**src/rtl/sense_conditioner.sv**
```systemverilog
// sense_conditioner: per-channel synchronizer + debounce FSM turning entry/exit photocells into clean pulses.
// Define STUCK_DETECT_EN to add per-channel stuck-beam detection on StuckFlag.
module sense_conditioner #(
  parameter int DEB_CYCLES   = 8,
  parameter int STUCK_CYCLES = 1024
) (
  input  logic Clk,
  input  logic ResetN,
  input  logic RawIn,
  input  logic RawOut,
  output logic SenseIn,
  output logic SenseOut,
  output logic StuckFlag
);

  localparam int            CW       = $clog2(DEB_CYCLES + 1);
  localparam logic [CW-1:0] DEB_LAST = CW'(DEB_CYCLES);
  localparam logic [CW-1:0] CNT_MAX  = '1;

  typedef enum logic [1:0] {IDLE, QUAL_H, HIGH, QUAL_L} state_t;

  if (DEB_CYCLES < 2 || DEB_CYCLES > 255) begin : g_bad_deb
    $error("DEB_CYCLES out of range 2..255");
  end
  if (STUCK_CYCLES < 2 || STUCK_CYCLES > 65535) begin : g_bad_stuck
    $error("STUCK_CYCLES out of range 2..65535");
  end

  logic [1:0] raw_w;
  logic [1:0] pulse_w;
`ifdef STUCK_DETECT_EN
  logic [1:0] stuck_w;
`endif

  assign raw_w = {RawOut, RawIn};

  for (genvar gi = 0; gi < 2; gi++) begin : g_ch
    logic          sync1_q, sync2_q;
    state_t        state_q, state_d;
    logic [CW-1:0] cnt_q, cnt_d, cnt_inc;
    logic          pulse_q, pulse_d;

    always_ff @(posedge Clk or negedge ResetN) begin
      if (!ResetN) begin
        sync1_q <= 1'b0;
        sync2_q <= 1'b0;
      end else begin
        sync1_q <= raw_w[gi];
        sync2_q <= sync1_q;
      end
    end

    assign cnt_inc = (cnt_q == CNT_MAX) ? cnt_q : cnt_q + 1'b1;

    // The pulse is issued only on the QUAL_H -> HIGH edge; release never pulses.
    always_comb begin
      state_d = state_q;
      cnt_d   = cnt_q;
      pulse_d = 1'b0;
      unique case (state_q)
        IDLE: begin
          if (sync2_q) begin
            state_d = QUAL_H;
            cnt_d   = CW'(1);
          end
        end
        QUAL_H: begin
          if (!sync2_q) begin
            state_d = IDLE;
            cnt_d   = '0;
          end else if (cnt_inc >= DEB_LAST) begin
            state_d = HIGH;
            cnt_d   = '0;
            pulse_d = 1'b1;
          end else begin
            cnt_d = cnt_inc;
          end
        end
        HIGH: begin
          if (!sync2_q) begin
            state_d = QUAL_L;
            cnt_d   = CW'(1);
          end
        end
        QUAL_L: begin
          if (sync2_q) begin
            state_d = HIGH;
            cnt_d   = '0;
          end else if (cnt_inc >= DEB_LAST) begin
            state_d = IDLE;
            cnt_d   = '0;
          end else begin
            cnt_d = cnt_inc;
          end
        end
        default: begin
          state_d = IDLE;
          cnt_d   = '0;
        end
      endcase
    end

    always_ff @(posedge Clk or negedge ResetN) begin
      if (!ResetN) begin
        state_q <= IDLE;
        cnt_q   <= '0;
        pulse_q <= 1'b0;
      end else begin
        state_q <= state_d;
        cnt_q   <= cnt_d;
        pulse_q <= pulse_d;
      end
    end

    assign pulse_w[gi] = pulse_q;

`ifdef STUCK_DETECT_EN
    localparam logic [15:0] STUCK_LIMIT = 16'(STUCK_CYCLES);
    logic [15:0] stk_cnt_q, stk_cnt_d;
    logic        stuck_q, stuck_d;

    // Count while the channel will be blocked after this edge; leaving for IDLE clears everything.
    always_comb begin
      stk_cnt_d = '0;
      stuck_d   = 1'b0;
      if (state_d == HIGH || state_d == QUAL_L) begin
        stk_cnt_d = (stk_cnt_q == 16'hFFFF) ? stk_cnt_q : stk_cnt_q + 16'd1;
        stuck_d   = stuck_q | (stk_cnt_d >= STUCK_LIMIT);
      end
    end

    always_ff @(posedge Clk or negedge ResetN) begin
      if (!ResetN) begin
        stk_cnt_q <= '0;
        stuck_q   <= 1'b0;
      end else begin
        stk_cnt_q <= stk_cnt_d;
        stuck_q   <= stuck_d;
      end
    end

    assign stuck_w[gi] = stuck_d;
`endif
  end

  assign SenseIn  = pulse_w[0];
  assign SenseOut = pulse_w[1];

`ifdef STUCK_DETECT_EN
  logic stuck_flag_q;

  always_ff @(posedge Clk or negedge ResetN) begin
    if (!ResetN) stuck_flag_q <= 1'b0;
    else         stuck_flag_q <= |stuck_w;
  end

  assign StuckFlag = stuck_flag_q;
`else
  assign StuckFlag = 1'b0;
`endif

endmodule
```
**config.mk**
```make
export PLATFORM = sky130hd
export DESIGN_NAME = sense_conditioner
export DESIGN_NICKNAME = d
export VERILOG_FILES = /design/src/rtl/sense_conditioner.sv
export SDC_FILE = /design/constraint.sdc
export NUM_CORES = 1
export LEC_CHECK = 0
export ABC_AREA = 1
export BUFFER_PORTS_ARGS = -buffer_cell sky130_fd_sc_hd__buf_4
export CAP_MARGIN = 0
export CORE_MARGIN = 5
export CORE_UTILIZATION = 40
export DETAILED_ROUTE_END_ITERATION = 8
export GPL_ROUTABILITY_DRIVEN = 0
export PLACE_DENSITY = 0.64
export SYNTH_ARGS = -nofsm -noshare
export SYNTH_HDL_FRONTEND = slang
export SYNTH_SLANG_ARGS = --single-unit
```
**constraint.sdc**
```tcl
create_clock -name Clk -period 1.1 [get_ports Clk]
set_input_delay 0.33 -clock Clk [delete_from_list [all_inputs] [get_ports Clk]]
set_output_delay 0.33 -clock Clk [all_outputs]
set_load 0.02 [all_outputs]
```
==> reports/results.ini <==
[run_status]
status=complete, but fails checks
violations=negative setup slack

[grt]
use_met3_pct=2.29
met1_usage_pct=15.1
gr-usage-met2_pct=17.2
track_usage_pct=11.3
grt.busiest_layer=met2
grt_pass1_vias=676
grt_max_degree=19
antenna_found_initial=0
grt_overflow=0
grt_pass1_wl_um=2880

[logic_synthesis]
ys_seq_area_share_pct=52.6
synth-simple-area-share_pct=29.1
postSynthCellCount=101
yosysWarnings=0
synth_compound_area_share_pct=6.14
syn_area_per_cell_um2=8.47
synth_mux_area_share_pct=0
synth_xor_area_share_pct=0
netlist.area_leader.share_pct=52.6
ys.flop_type=dfrtp_1
async_reset_ff_share_pct=100
synth_edf_count=0
synthAdderAreaFrac_pct=2.92
synth_area_leaders=dfrtp_1 53%, nand2_1 11%, inv_1 6.1%
synth_seq_cells=18
synth_nets=107
syn_area_um2=856
netlist-cell-type-count=21
synth_top_area_cell=dfrtp_1
synth_top_family_by_area=simple AND/OR/NAND/NOR gates

[finish]
syn_to_final_growth_pct=25.3
fillers=177
mostFrequentLayoutCells=18 x dfrtp_1, 18 x nand2_1, 13 x inv_1
utilization_pct=53.6
drive_gt1_share_pct=33.9
fin_nets=122
n_antenna_cell=0

[die]
start_util_pct=42.8
rows=16
dieHeight_um=56.3
dieArea_um2=3160
fp.dieW_um=56.3
core_area_um2=2000
io_pins=7

[worst_setup_path]
cp.arrival_ns=1.39
slowest_delay_ns=0.41
reg2regPathDepth=7
slowest_stage=dfrtp_1
cpMostUsedCell=nand2_1
r2r_start=g_ch[1].cnt_q[0]
cp_max_fo=3
cp_num_cells=7
critical_path_buf_inv_count=0
startpoint_type=register
path_cells=ha_2, nand2_2, nand2_1, nand2_1, nand4_1, nand3_1, nand2_1
worstSetupPathType=register to register
end_kind=register
reg2reg_slack_ns=-0.09
critPathTopFamily=simple AND/OR/NAND/NOR gates
worstPathRequired_ns=1.29

[power_and_ir_drop]
p_leak_uw=0.000552
seqPwrFrac_pct=41.8
powerDensity_nw_per_um2=2180
clkPwrFrac_pct=17.3
netSwitchingPower_uw=908
comb_power_share_pct=40.9
switching_share_pct=38.9
p_int_uw=1430
p_total_uw=2330
peakVddDrop_mv=1.15

[detailed_routing]
routed_wl_um=1620
postRouteAntennaNets=0
viasPerCell=4.83
initialDrtViolationCount=14
wl_per_cell_um=11.4
first_pass_iters=4
drc_errors=0
dr_total_vias=686

[cts]
clkLatencyLatePin_ns=0.29
clockBufferDepth=2
clk_pin_slew_ns=0.10
htreeDepth=1
postCtsSetupRepairBufs=0
cts_tree=built
cts_sinks=18
numCtsBuffers=3
cts_root_buf=clkbuf_4

[timing]
grt_setup_unrepaired=yes
clock-skew-final_ns=0.00500
min_period_ns=1.19
finalSetupViolCount=7
final.period_utilization_pct=108
timing.final.ws_setup_ns=-0.0927
fmax_ghz=0.838
fin_tns_setup_ns=-0.362
final_max_slew_viol_count=0
hold_viol_final=0

[placement]
portBuffers=5
place_hpwl_um=1070

[job]
maxCapViolCount=0

[worst_hold_path]
min_to=g_ch[1].sync1_q
holdPathStages=1
hold_start=RawOut
hold_path.class=input port to register

==> repair_timing <==
item                                    in CTS  in global routing
cloned                                       0                  0
hold buffers                                 1                  0
pin swaps                                    5                  6
resized for setup                            6                 13
hold endpoints to repair                    18                  0
endpoints found under the setup margin       8                 11
==> synth_stat cells, types with 2 or more instances <==
library cell  instances
dfrtp_1              18
ha_1                  2
inv_1                14
inv_2                 4
nand2_1              25
nand2_2               2
nand3_1               9
nand4_1               3
nor2_1                6
o21ai_0               3
o21ai_1               5
==> power groups by stage <==
stage	Clock, µW	Sequential (µW)	Combinational (µW)
2_1_floorplan	0	979	537
3_3_place_gp	0	963	805
3_5_place_dp	0	975	834
4_1_cts	415	964	855
5_1_grt	436	999	1100
6_report	404	976	954
==> cells by family after synthesis <==
| logic type | count (synthesis) |
|---|---|
| AOI/OAI and AO/OA | 10 |
| adders and majority gates | 2 |
| buffers and inverters | 19 |
| DFF | 18 |
| other | 1 |
| and+or+nand+nor | 51 |
==> how the worst max path moves through the flow <==
stage / slack [ns] / endpoint / start
3_3_place_gp: -0.02 / register / g_ch[1].cnt_q[0]
5_1_grt: -0.17 / register / g_ch[1].cnt_q[0]
3_5_place_dp: -0.09 / register / g_ch[1].cnt_q[1]
6_report: -0.09 / register / g_ch[1].cnt_q[0]
4_1_cts: -0.08 / register / g_ch[1].cnt_q[0]
2_1_floorplan: -0.02 / g_ch[1].state_q[0] / g_ch[1].cnt_q[0]
==> area by class of cell <==
class                   instances  area (µm²)  area share, %
well taps                      27        33.8           3.15
flip-flops and latches         18         450           42.0
clock buffers                   4        36.3           3.38
repair buffers                 11        96.3           8.98
multi-input cells              64         388           36.2
inverters                      18        67.6           6.30
==> stage by stage <==
step / cell area, µm² / hold WS [ns] / instances / setup WS (ns)
after floorplan: 858 / 0.0344 / 101 / -0.0227
after global placement: 960 / 0.210 / 137 / -0.0249
after detailed placement: 960 / 0.211 / 137 / -0.0895
after CTS: 1020 / 0.129 / 142 / -0.0843
after global routing: 1070 / 0.125 / 142 / -0.174
final: 1070 / 0.136 / 142 / -0.0927
==> metal layers <==
metal / part of all wire, % / vias up
met1: 45 / 312
li1: - / 344
met2: 48 / 26
met4: 1.9 / 0
met5: 0 / -
met3: 5.6 / 4
No activity file was read; power rests on OpenSTA's default activity.
